===== config.mk =====
export PLATFORM = sky130hd
export DESIGN_NAME = comparison_operand_loader
export DESIGN_NICKNAME = d
export VERILOG_FILES = /design/src/rtl/comparison_operand_loader.sv
export SDC_FILE = /design/constraint.sdc
export NUM_CORES = 1
export LEC_CHECK = 0
export CAP_MARGIN = 20
export CORE_UTILIZATION = 42
export DETAILED_ROUTE_END_ITERATION = 10
export REMOVE_ABC_BUFFERS = 1
export SLEW_MARGIN = 20
export SYNTH_ARGS = -nofsm -noshare
export SYNTH_HDL_FRONTEND = slang
export SYNTH_SLANG_ARGS = --single-unit
export TNS_END_PERCENT = 50

===== constraint.sdc =====
create_clock -name clk -period 2.3 [get_ports clk]
set_clock_uncertainty 0.05 [all_clocks]
set_input_delay 0.46 -clock clk [delete_from_list [all_inputs] [get_ports clk]]
set_output_delay 0.46 -clock clk [all_outputs]
set_load 0.05 [all_outputs]

===== src/rtl/comparison_operand_loader.sv =====
// rtl/comparison_operand_loader.sv - operand capture and function select front-end for the 4-bit comparison unit
//
// Purpose:
//   Captures operands X and Y in turn from a shared 4-bit switch bank using
//   debounced push-buttons. Both operands are held stable, and a flag marks a
//   complete pair. A 2-bit function select (0 equal, 1 greater, 2 less,
//   3 max) is stepped for the comparison unit's output multiplexer.
//
// Ports:
//   clk            in   system clock, rising edge
//   rst            in   synchronous active-high reset
//   data_in[3:0]   in   raw switch value, sampled only on a load press
//   load_btn       in   raw button: capture the next operand
//   clear_btn      in   raw button: discard both operands
//   mode_btn       in   raw button: advance select
//   X[3:0]         out  registered operand X
//   Y[3:0]         out  registered operand Y
//   select[1:0]    out  registered function select
//   operands_valid out  high while the FSM is in READY
//   state_out[1:0] out  FSM state (0 LOAD_X, 1 LOAD_Y, 2 READY)

module comparison_operand_loader #(
   parameter int DEBOUNCE_CYCLES = 4
) (
   input  logic       clk,
   input  logic       rst,
   input  logic [3:0] data_in,
   input  logic       load_btn,
   input  logic       clear_btn,
   input  logic       mode_btn,
   output logic [3:0] X,
   output logic [3:0] Y,
   output logic [1:0] select,
   output logic       operands_valid,
   output logic [1:0] state_out
);

   localparam logic [1:0] S_LOAD_X = 2'd0;
   localparam logic [1:0] S_LOAD_Y = 2'd1;
   localparam logic [1:0] S_READY  = 2'd2;

   localparam logic [15:0] DB_LAST = 16'(DEBOUNCE_CYCLES - 1);

   // Button index: 0 load, 1 clear, 2 mode.
   logic [2:0]  btn_raw;
   logic [2:0]  sync1_q, sync1_d;
   logic [2:0]  sync2_q, sync2_d;
   logic [2:0]  deb_q, deb_d;
   logic [2:0]  deb_prev_q, deb_prev_d;
   logic [15:0] cnt_q [3];
   logic [15:0] cnt_d [3];
   logic [2:0]  pulse;

   logic        load_p;
   logic        clear_p;
   logic        mode_p;

   logic [1:0]  state_q, state_d;
   logic [3:0]  x_q, x_d;
   logic [3:0]  y_q, y_d;
   logic [1:0]  select_q, select_d;
   logic        valid_q, valid_d;

   assign btn_raw = {mode_btn, clear_btn, load_btn};

   // Button conditioning: two-flop synchroniser, then a level debouncer.
   // The counter tracks consecutive cycles of disagreement between the
   // synchronised level and the accepted level; any agreement restarts it.
   always_comb begin
      for (int i = 0; i < 3; i++) begin
         sync1_d[i]    = btn_raw[i];
         sync2_d[i]    = sync1_q[i];
         deb_prev_d[i] = deb_q[i];
         deb_d[i]      = deb_q[i];
         cnt_d[i]      = 16'd0;
         if (sync2_q[i] != deb_q[i]) begin
            if (cnt_q[i] == DB_LAST) begin
               deb_d[i] = sync2_q[i];
               cnt_d[i] = 16'd0;
            end else begin
               cnt_d[i] = cnt_q[i] + 16'd1;
            end
         end
      end
   end

   // Rising edge of the accepted level; release yields nothing.
   assign pulse   = deb_q & ~deb_prev_q;
   assign load_p  = pulse[0];
   assign clear_p = pulse[1];
   assign mode_p  = pulse[2];

   // FSM state register plus all other registered state.
   always_ff @(posedge clk) begin
      if (rst) begin
         sync1_q    <= 3'd0;
         sync2_q    <= 3'd0;
         deb_q      <= 3'd0;
         deb_prev_q <= 3'd0;
         for (int i = 0; i < 3; i++) begin
            cnt_q[i] <= 16'd0;
         end
         state_q    <= S_LOAD_X;
         x_q        <= 4'd0;
         y_q        <= 4'd0;
         select_q   <= 2'd0;
         valid_q    <= 1'b0;
      end else begin
         sync1_q    <= sync1_d;
         sync2_q    <= sync2_d;
         deb_q      <= deb_d;
         deb_prev_q <= deb_prev_d;
         for (int i = 0; i < 3; i++) begin
            cnt_q[i] <= cnt_d[i];
         end
         state_q    <= state_d;
         x_q        <= x_d;
         y_q        <= y_d;
         select_q   <= select_d;
         valid_q    <= valid_d;
      end
   end

   // Next-state logic. Clear overrides load; the unused encoding falls
   // back to LOAD_X.
   always_comb begin
      state_d = state_q;
      if (clear_p) begin
         state_d = S_LOAD_X;
      end else begin
         case (state_q)
            S_LOAD_X: if (load_p) state_d = S_LOAD_Y;
            S_LOAD_Y: if (load_p) state_d = S_READY;
            S_READY:  if (load_p) state_d = S_LOAD_Y;
            default:  state_d = S_LOAD_X;
         endcase
      end
   end

   // Output/datapath logic. A load from READY starts a new pair: X is
   // replaced and Y keeps its stale value until the next load.
   always_comb begin
      x_d      = x_q;
      y_d      = y_q;
      valid_d  = (state_d == S_READY);
      select_d = select_q + {1'b0, mode_p};
      if (clear_p) begin
         x_d = 4'd0;
         y_d = 4'd0;
      end else if (load_p) begin
         case (state_q)
            S_LOAD_X: x_d = data_in;
            S_LOAD_Y: y_d = data_in;
            S_READY:  x_d = data_in;
            default:  x_d = x_q;
         endcase
      end
   end

   assign X              = x_q;
   assign Y              = y_q;
   assign select         = select_q;
   assign operands_valid = valid_q;
   assign state_out      = state_q;

endmodule

==> impl_metrics.csv, run 1 <==
group,metric,value,unit
status,status,"finished, final reports clean",
routing,routedWlPerCell,10.8,um
yosys,yosysSeqAreaShare,0.494,
routing,drt_first_pass_iters,4,
cells_and_area,final_core_util,0.518,
sta,relSlewSlack,0.634,
sta,max_freq,0.467,GHz
yosys,synth_edf_count,0,
placed_design,portBuffers,21,
yosys,netlist_area,0.00296,mm^2
grt,grt_usage,0.146,
cts,cts_root_buffer,"clkbuf_8",
sta,post-route-min-period,2140,ps
routing,drc_errors,0,
critical_path,crit_slowest_cell,"clkdlybuf4s50_1",
critical_path,r2r_slack,450,ps
critical_path,required,1790,ps
cells_and_area,layout_common_cells,"dfxtp_1, nor2_1, xnor2_1, clkdlybuf4s50_1, nor4_1",
grt,antenna_found_initial,0,
grt,grt_pass1_vias,1931,
yosys,syn_avg_cell_area,9.01,um^2
cells_and_area,antenna_cells,0,
cells_and_area,nFillCells,677,
placed_design,post-place-ws,404,ps
cells_and_area,drive_above_1_share,0.0611,
pwr,power,2.52,mW
die,die_y,85.9,um
routing,wl,4940,um
sta,final_hold_viol_count,0,
die,start_util,0.435,
yosys,synthCells,328,
die,core,0.00679,mm^2
critical_path,cp_slowest_stage_delay,850,ps
cts,ctsLongestPathBuffers,2,
critical_path,critPathBufInv,1,
sta,fin_ws,158,ps
pwr,power_leakage,1.13,nW
routing,viasPerCell,4.78,
sta,min_period_over_period,0.931,
job,drv_cap,0,
die,rows,30,
routing,drtIter0Drc,72,
critical_path,path_cells,"clkdlybuf4s50_1",
cts,clk_pin_slew,80,ps
yosys,synth_top_family_by_area,"simple AND/OR/NAND/NOR gates",
grt,grt_pass1_wl,8480,um
cts,htreeDepth,3,
cells_and_area,stdcell_area,0.00352,mm^2
critical_path,cp-start-kind,"flip-flop",
yosys,synth_compound_area_frac,0.0284,
critical_path,worst-path-stages,1,
yosys,synthMuxAreaShare,0.0237,
routing,vias,2181,
die,ioPinCount,22,
cts,numCtsBuffers,9,
yosys,synth-simple-area-share,0.283,
critical_path,path_delay_family,"buffers and inverters",
yosys,ys_warn_count,0,
critical_path,worstSetupStartpoint,"state_out[0]$_SDFF_PP0_",
sta,holdWs,398,ps
critical_path,reg2regPathDepth,5,
yosys,synth_fa_ha_area_frac,0.0169,
placed_design,placed_cells,440,
pwr,powerDensity,716,mW/mm^2
die,die_area,0.00738,mm^2
placed_design,place_area,0.00328,mm^2
worst_hold_path,min_path_type,"flip-flop to flip-flop",
cells_and_area,layout_commonest_cell,"dfxtp_1",
grt,grt-ovfl-total,0,
cts,cts_tree,"built",
cts,cts_hold_buf,0,
pwr,irDropWorstVdd,0.000450,V
placed_design,place_congestion,0.757,
yosys,async_reset_ff_frac,0,
critical_path,critPathCapture,"state_out[0]",
grt,grt_max_degree,16,
placed_design,dp_hpwl,3330,um
yosys,synth_flop_cell,"dfxtp_1",
die,die_x,85.9,um
sta,worstMarginPinSlew,547,ps
critical_path,cp_max_fo,8,
sta,rsz0062_at_grt,"false",
critical_path,reg2reg_from,"cnt_q[0][0]$_SDFF_PP0_",
sta,setup_tns,0,ps
critical_path,criticalPathCategory,"flip-flop to output port",
critical_path,reg2reg_to,"cnt_q[0][2]$_SDFF_PP0_",
sta,setup_viol,0,
cts,cts_sinks,73,
cells_and_area,syn_to_final_growth,19.1,%
cells_and_area,fin_nets,368,
yosys,synth-seq-cells,73,
yosys,synth_cell_types,31,
sta,final-max-slew-violation-count,0,
cts,postCtsSetupRepairBufs,0,
cts,post_cts_resized,0,
critical_path,critPathCaptureType,"output port",
cts,clkLatencyLatePin,340,ps
yosys,synth_xor_area_frac,0.130,
routing,drtAntennaViolNets,0,
critical_path,arrival,1630,ps
cells_and_area,finalNonFillerCells,456,
-- power by group --
| part | leakage [nW] | switching (mW) | internal (mW) |
|---|---|---|---|
| clock network | 0.120 | 0.461 | 0.749 |
| logic | 0.419 | 0.0183 | 0.0206 |
| registers | 0.589 | 0.00342 | 1.27 |
| total | 1.13 | 0.483 | 2.04 |
-- synthesized netlist by cell type, types with 2 or more instances --
| cell type | instances | area [um^2] |
|---|---|---|
| dfxtp_1 | 73 | 1460 |
| nor2_1 | 65 | 244 |
| xnor2_1 | 36 | 315 |
| nor4_1 | 18 | 113 |
| nand2_1 | 16 | 60.1 |
| nand3_1 | 14 | 70.1 |
| nor2b_1 | 14 | 87.6 |
| nand4_1 | 12 | 75.1 |
| nor3_1 | 12 | 60.1 |
| inv_1 | 10 | 37.5 |
| a21oi_1 | 8 | 40.0 |
| xor2_1 | 8 | 70.1 |
| clkbuf_1 | 7 | 26.3 |
| mux2i_1 | 7 | 70.1 |
| and3_1 | 4 | 25.0 |
| ha_1 | 4 | 50.1 |
| o21ai_0 | 4 | 20.0 |
| nand4_2 | 2 | 25.0 |
| nor4b_1 | 2 | 17.5 |
-- cells by family after synthesis --
| logic type | count (synthesis) |
|---|---|
| AND/OR/NAND/NOR | 167 |
| flip-flops | 73 |
| XOR/XNOR | 44 |
| buffers and inverters | 18 |
| AO/OA/AOI/OAI | 15 |
| multiplexers | 7 |
| adder cells (fa/ha/maj) | 4 |
-- sequential cells by signal, summed over array words and instances, names as in the netlist --
signal          cells
sync2_q             3
deb_prev_q          3
X                   4
deb_prev_d          3
state_out           2
select              2
operands_valid      1
cnt_q              48
sync1_q             3
Y                   4
-- worst min-delay path by stage --
stage | from | to | slack (ps) | depth (start not counted)
after floorplan | sync1_q[0]$_SDFF_PP0_ | sync2_q[0]$_SDFF_PP0_ | 360 | 1
after global placement | sync1_q[1]$_SDFF_PP0_ | sync2_q[1]$_SDFF_PP0_ | 370 | 1
after detailed placement | sync1_q[1]$_SDFF_PP0_ | sync2_q[1]$_SDFF_PP0_ | 380 | 1
after CTS | sync1_q[2]$_SDFF_PP0_ | sync2_q[2]$_SDFF_PP0_ | 410 | 1
after global routing | sync1_q[1]$_SDFF_PP0_ | sync2_q[1]$_SDFF_PP0_ | 410 | 1
final | sync1_q[1]$_SDFF_PP0_ | sync2_q[1]$_SDFF_PP0_ | 400 | 1
-- metal layers --
metal | vias to the layer above | wire length [um] | GRT usage
met3 | 11 | 142 | 0.0462
met1 | 981 | 2570 | 0.196
met2 | 19 | 2130 | 0.214
li1 | 1170 | - | -
met4 | 0 | 93 | 0.0636
met5 | - | 0 | 0
-- layout make-up --
cell class              instances  area, um^2  area share
clock buffers                  11         141      0.0402
flip-flops and latches         73        1460       0.415
repair buffers                 24         233      0.0661
multi-input cells             237        1430       0.405
well taps                      96         120      0.0341
inverters                      10        37.5      0.0107
clock inverters                 5         103      0.0291
No activity file was read; power rests on OpenSTA's default activity.
==> run 2: changes to the inputs <==
--- a/config.mk
+++ b/config.mk
@@ -6,8 +6,10 @@
 export NUM_CORES = 1
 export LEC_CHECK = 0
 export CAP_MARGIN = 20
-export CORE_UTILIZATION = 42
+export CORE_UTILIZATION = 48
+export CTS_BUF_LIST = sky130_fd_sc_hd__clkbuf_8
 export DETAILED_ROUTE_END_ITERATION = 10
+export PLACE_DENSITY = 0.67
 export REMOVE_ABC_BUFFERS = 1
 export SLEW_MARGIN = 20
 export SYNTH_ARGS = -nofsm -noshare
==> run 2 against run 1 <==
Net effect:
- maximum frequency up 0.11%
- cell count down 4.8%
- sequential cell count unchanged
- non-clock buffer count down 1
- worst setup slack better by 2.3 ps
- sequential power about the same
- highest routed layer unchanged
- critical path depth unchanged
- via count down 0.64%
- global-route usage up 2.5 points
- sequential share of layout area up 1.0 points
- cell area down 2.3%
==> impl_metrics.csv, run 2 (synthesis gave the netlist of run 1 again) <==
group,metric,value,unit
sta,final-max-slew-violation-count,0,
sta,setup_tns,0,ps
cts,cts_sinks,73,
sta,worstMarginPinSlew,507,ps
routing,viasPerCell,4.99,
die,core,0.00592,mm^2
critical_path,cp_slowest_stage_delay,840,ps
placed_design,place_congestion,0.784,
die,ioPinCount,22,
critical_path,crit_slowest_cell,"clkdlybuf4s50_1",
routing,drtAntennaViolNets,0,
pwr,irDropWorstVdd,0.000441,V
sta,max_freq,0.467,GHz
grt,grt_max_degree,16,
routing,routedWlPerCell,11.0,um
die,rows,28,
status,status,"finished, final reports clean",
routing,drc_errors,0,
sta,final_hold_viol_count,0,
cts,htreeDepth,3,
cells_and_area,regMostFlops,"cnt_q",
placed_design,place_area,0.00324,mm^2
routing,vias,2167,
cells_and_area,antenna_cells,0,
critical_path,required,1790,ps
sta,post-route-min-period,2140,ps
cts,cts_tree,"built",
critical_path,critPathBufInv,1,
die,die_x,80.5,um
grt,grt_pass1_wl,8400,um
pwr,power,2.29,mW
routing,drt_first_pass_iters,4,
grt,grt-ovfl-total,0,
critical_path,cp_max_fo,8,
cells_and_area,largest_reg_flops,48,
cells_and_area,layout_commonest_cell,"dfxtp_1",
die,die_y,80.5,um
pwr,powerDensity,666,mW/mm^2
pwr,power_leakage,1.10,nW
die,die_area,0.00647,mm^2
sta,relSlewSlack,0.661,
die,start_util,0.499,
cts,post_cts_resized,0,
critical_path,arrival,1630,ps
placed_design,dp_hpwl,3390,um
cts,postCtsSetupRepairBufs,0,
worst_hold_path,min_path_type,"flip-flop to flip-flop",
cells_and_area,stdcell_area,0.00344,mm^2
cts,ctsLongestPathBuffers,2,
critical_path,criticalPathCategory,"flip-flop to output port",
critical_path,cp-start-kind,"flip-flop",
critical_path,r2r_slack,500,ps
grt,antenna_found_initial,0,
cts,clk_pin_slew,80,ps
sta,min_period_over_period,0.930,
sta,setup_viol,0,
critical_path,critPathCaptureType,"output port",
sta,rsz0062_at_grt,"false",
placed_design,portBuffers,21,
cells_and_area,final_core_util,0.581,
cells_and_area,fin_nets,367,
critical_path,path_cells,"clkdlybuf4s50_1",
job,drv_cap,0,
cells_and_area,nFillCells,531,
routing,drtIter0Drc,77,
cells_and_area,drive_above_1_share,0.0585,
cts,cts_hold_buf,0,
routing,wl,4800,um
critical_path,path_delay_family,"buffers and inverters",
cts,clkLatencyLatePin,340,ps
cts,numCtsBuffers,9,
grt,grt_pass1_vias,1957,
cts,cts_root_buffer,"clkbuf_8",
grt,grt_usage,0.170,
cells_and_area,syn_to_final_growth,16.3,%
cells_and_area,layout_common_cells,"dfxtp_1, nor2_1, xnor2_1, clkdlybuf4s50_1, nor4_1",
## run 2: cell count changes in the layout (fill, tap and decap cells not counted), sizes merged
| cell | delta |
|---|---|
| clkbuf | -2 |
| inv | +2 |
| bufinv | -2 |
| clkinvlp | +1 |
| buf | -1 |
| clkinv | +1 |
## run 2: power breakdown
part | switching (mW) | leakage [nW] | internal (mW)
Clock | 0.480 | 0.0970 | 0.500
Combinational | 0.0183 | 0.414 | 0.0199
Sequential | 0.00318 | 0.589 | 1.27
## run 2: worst paths after layout
| check | startpoint | end | cells past startpoint |
|---|---|---|---|
| hold / removal | sync1_q[1]$_SDFF_PP0_ | sync2_q[1]$_SDFF_PP0_ | 1 |
| setup / recovery | state_out[0]$_SDFF_PP0_ | state_out[0] | 1 |
| setup reg to reg | cnt_q[0][0]$_SDFF_PP0_ | cnt_q[0][3]$_SDFF_PP0_ | 5 |
| hold reg to reg | sync1_q[1]$_SDFF_PP0_ | sync2_q[1]$_SDFF_PP0_ | 1 |
## run 2: per-stage QoR
step                hold WS (ps)  std cells  setup slack [ps]
global placement             367        418               361
floorplan                    364        320               576
detailed placement           377        418               323
finish                       388        434               160
CTS                          397        434               147
global route                 414        434              84.8
## run 2: area by class of cell
class	count	area, um^2	area share
multi-input cells	237	1430	0.414
clock buffers	9	124	0.0360
repair buffers	23	225	0.0655
flip-flops and latches	73	1460	0.425
well taps	75	93.8	0.0273
inverters	10	37.5	0.0109
clock inverters	7	71.3	0.0207
## run 2: layer usage
| layer | up-vias | part of all wire | GRT usage | routed length (um) |
|---|---|---|---|---|
| met5 | - | 0 | 0 | 0 |
| met4 | 0 | 0.016 | 0.0696 | 79 |
| met3 | 6 | 0.038 | 0.0591 | 183 |
| met2 | 24 | 0.44 | 0.265 | 2100 |
| met1 | 974 | 0.51 | 0.213 | 2430 |
| li1 | 1163 | - | - | - |
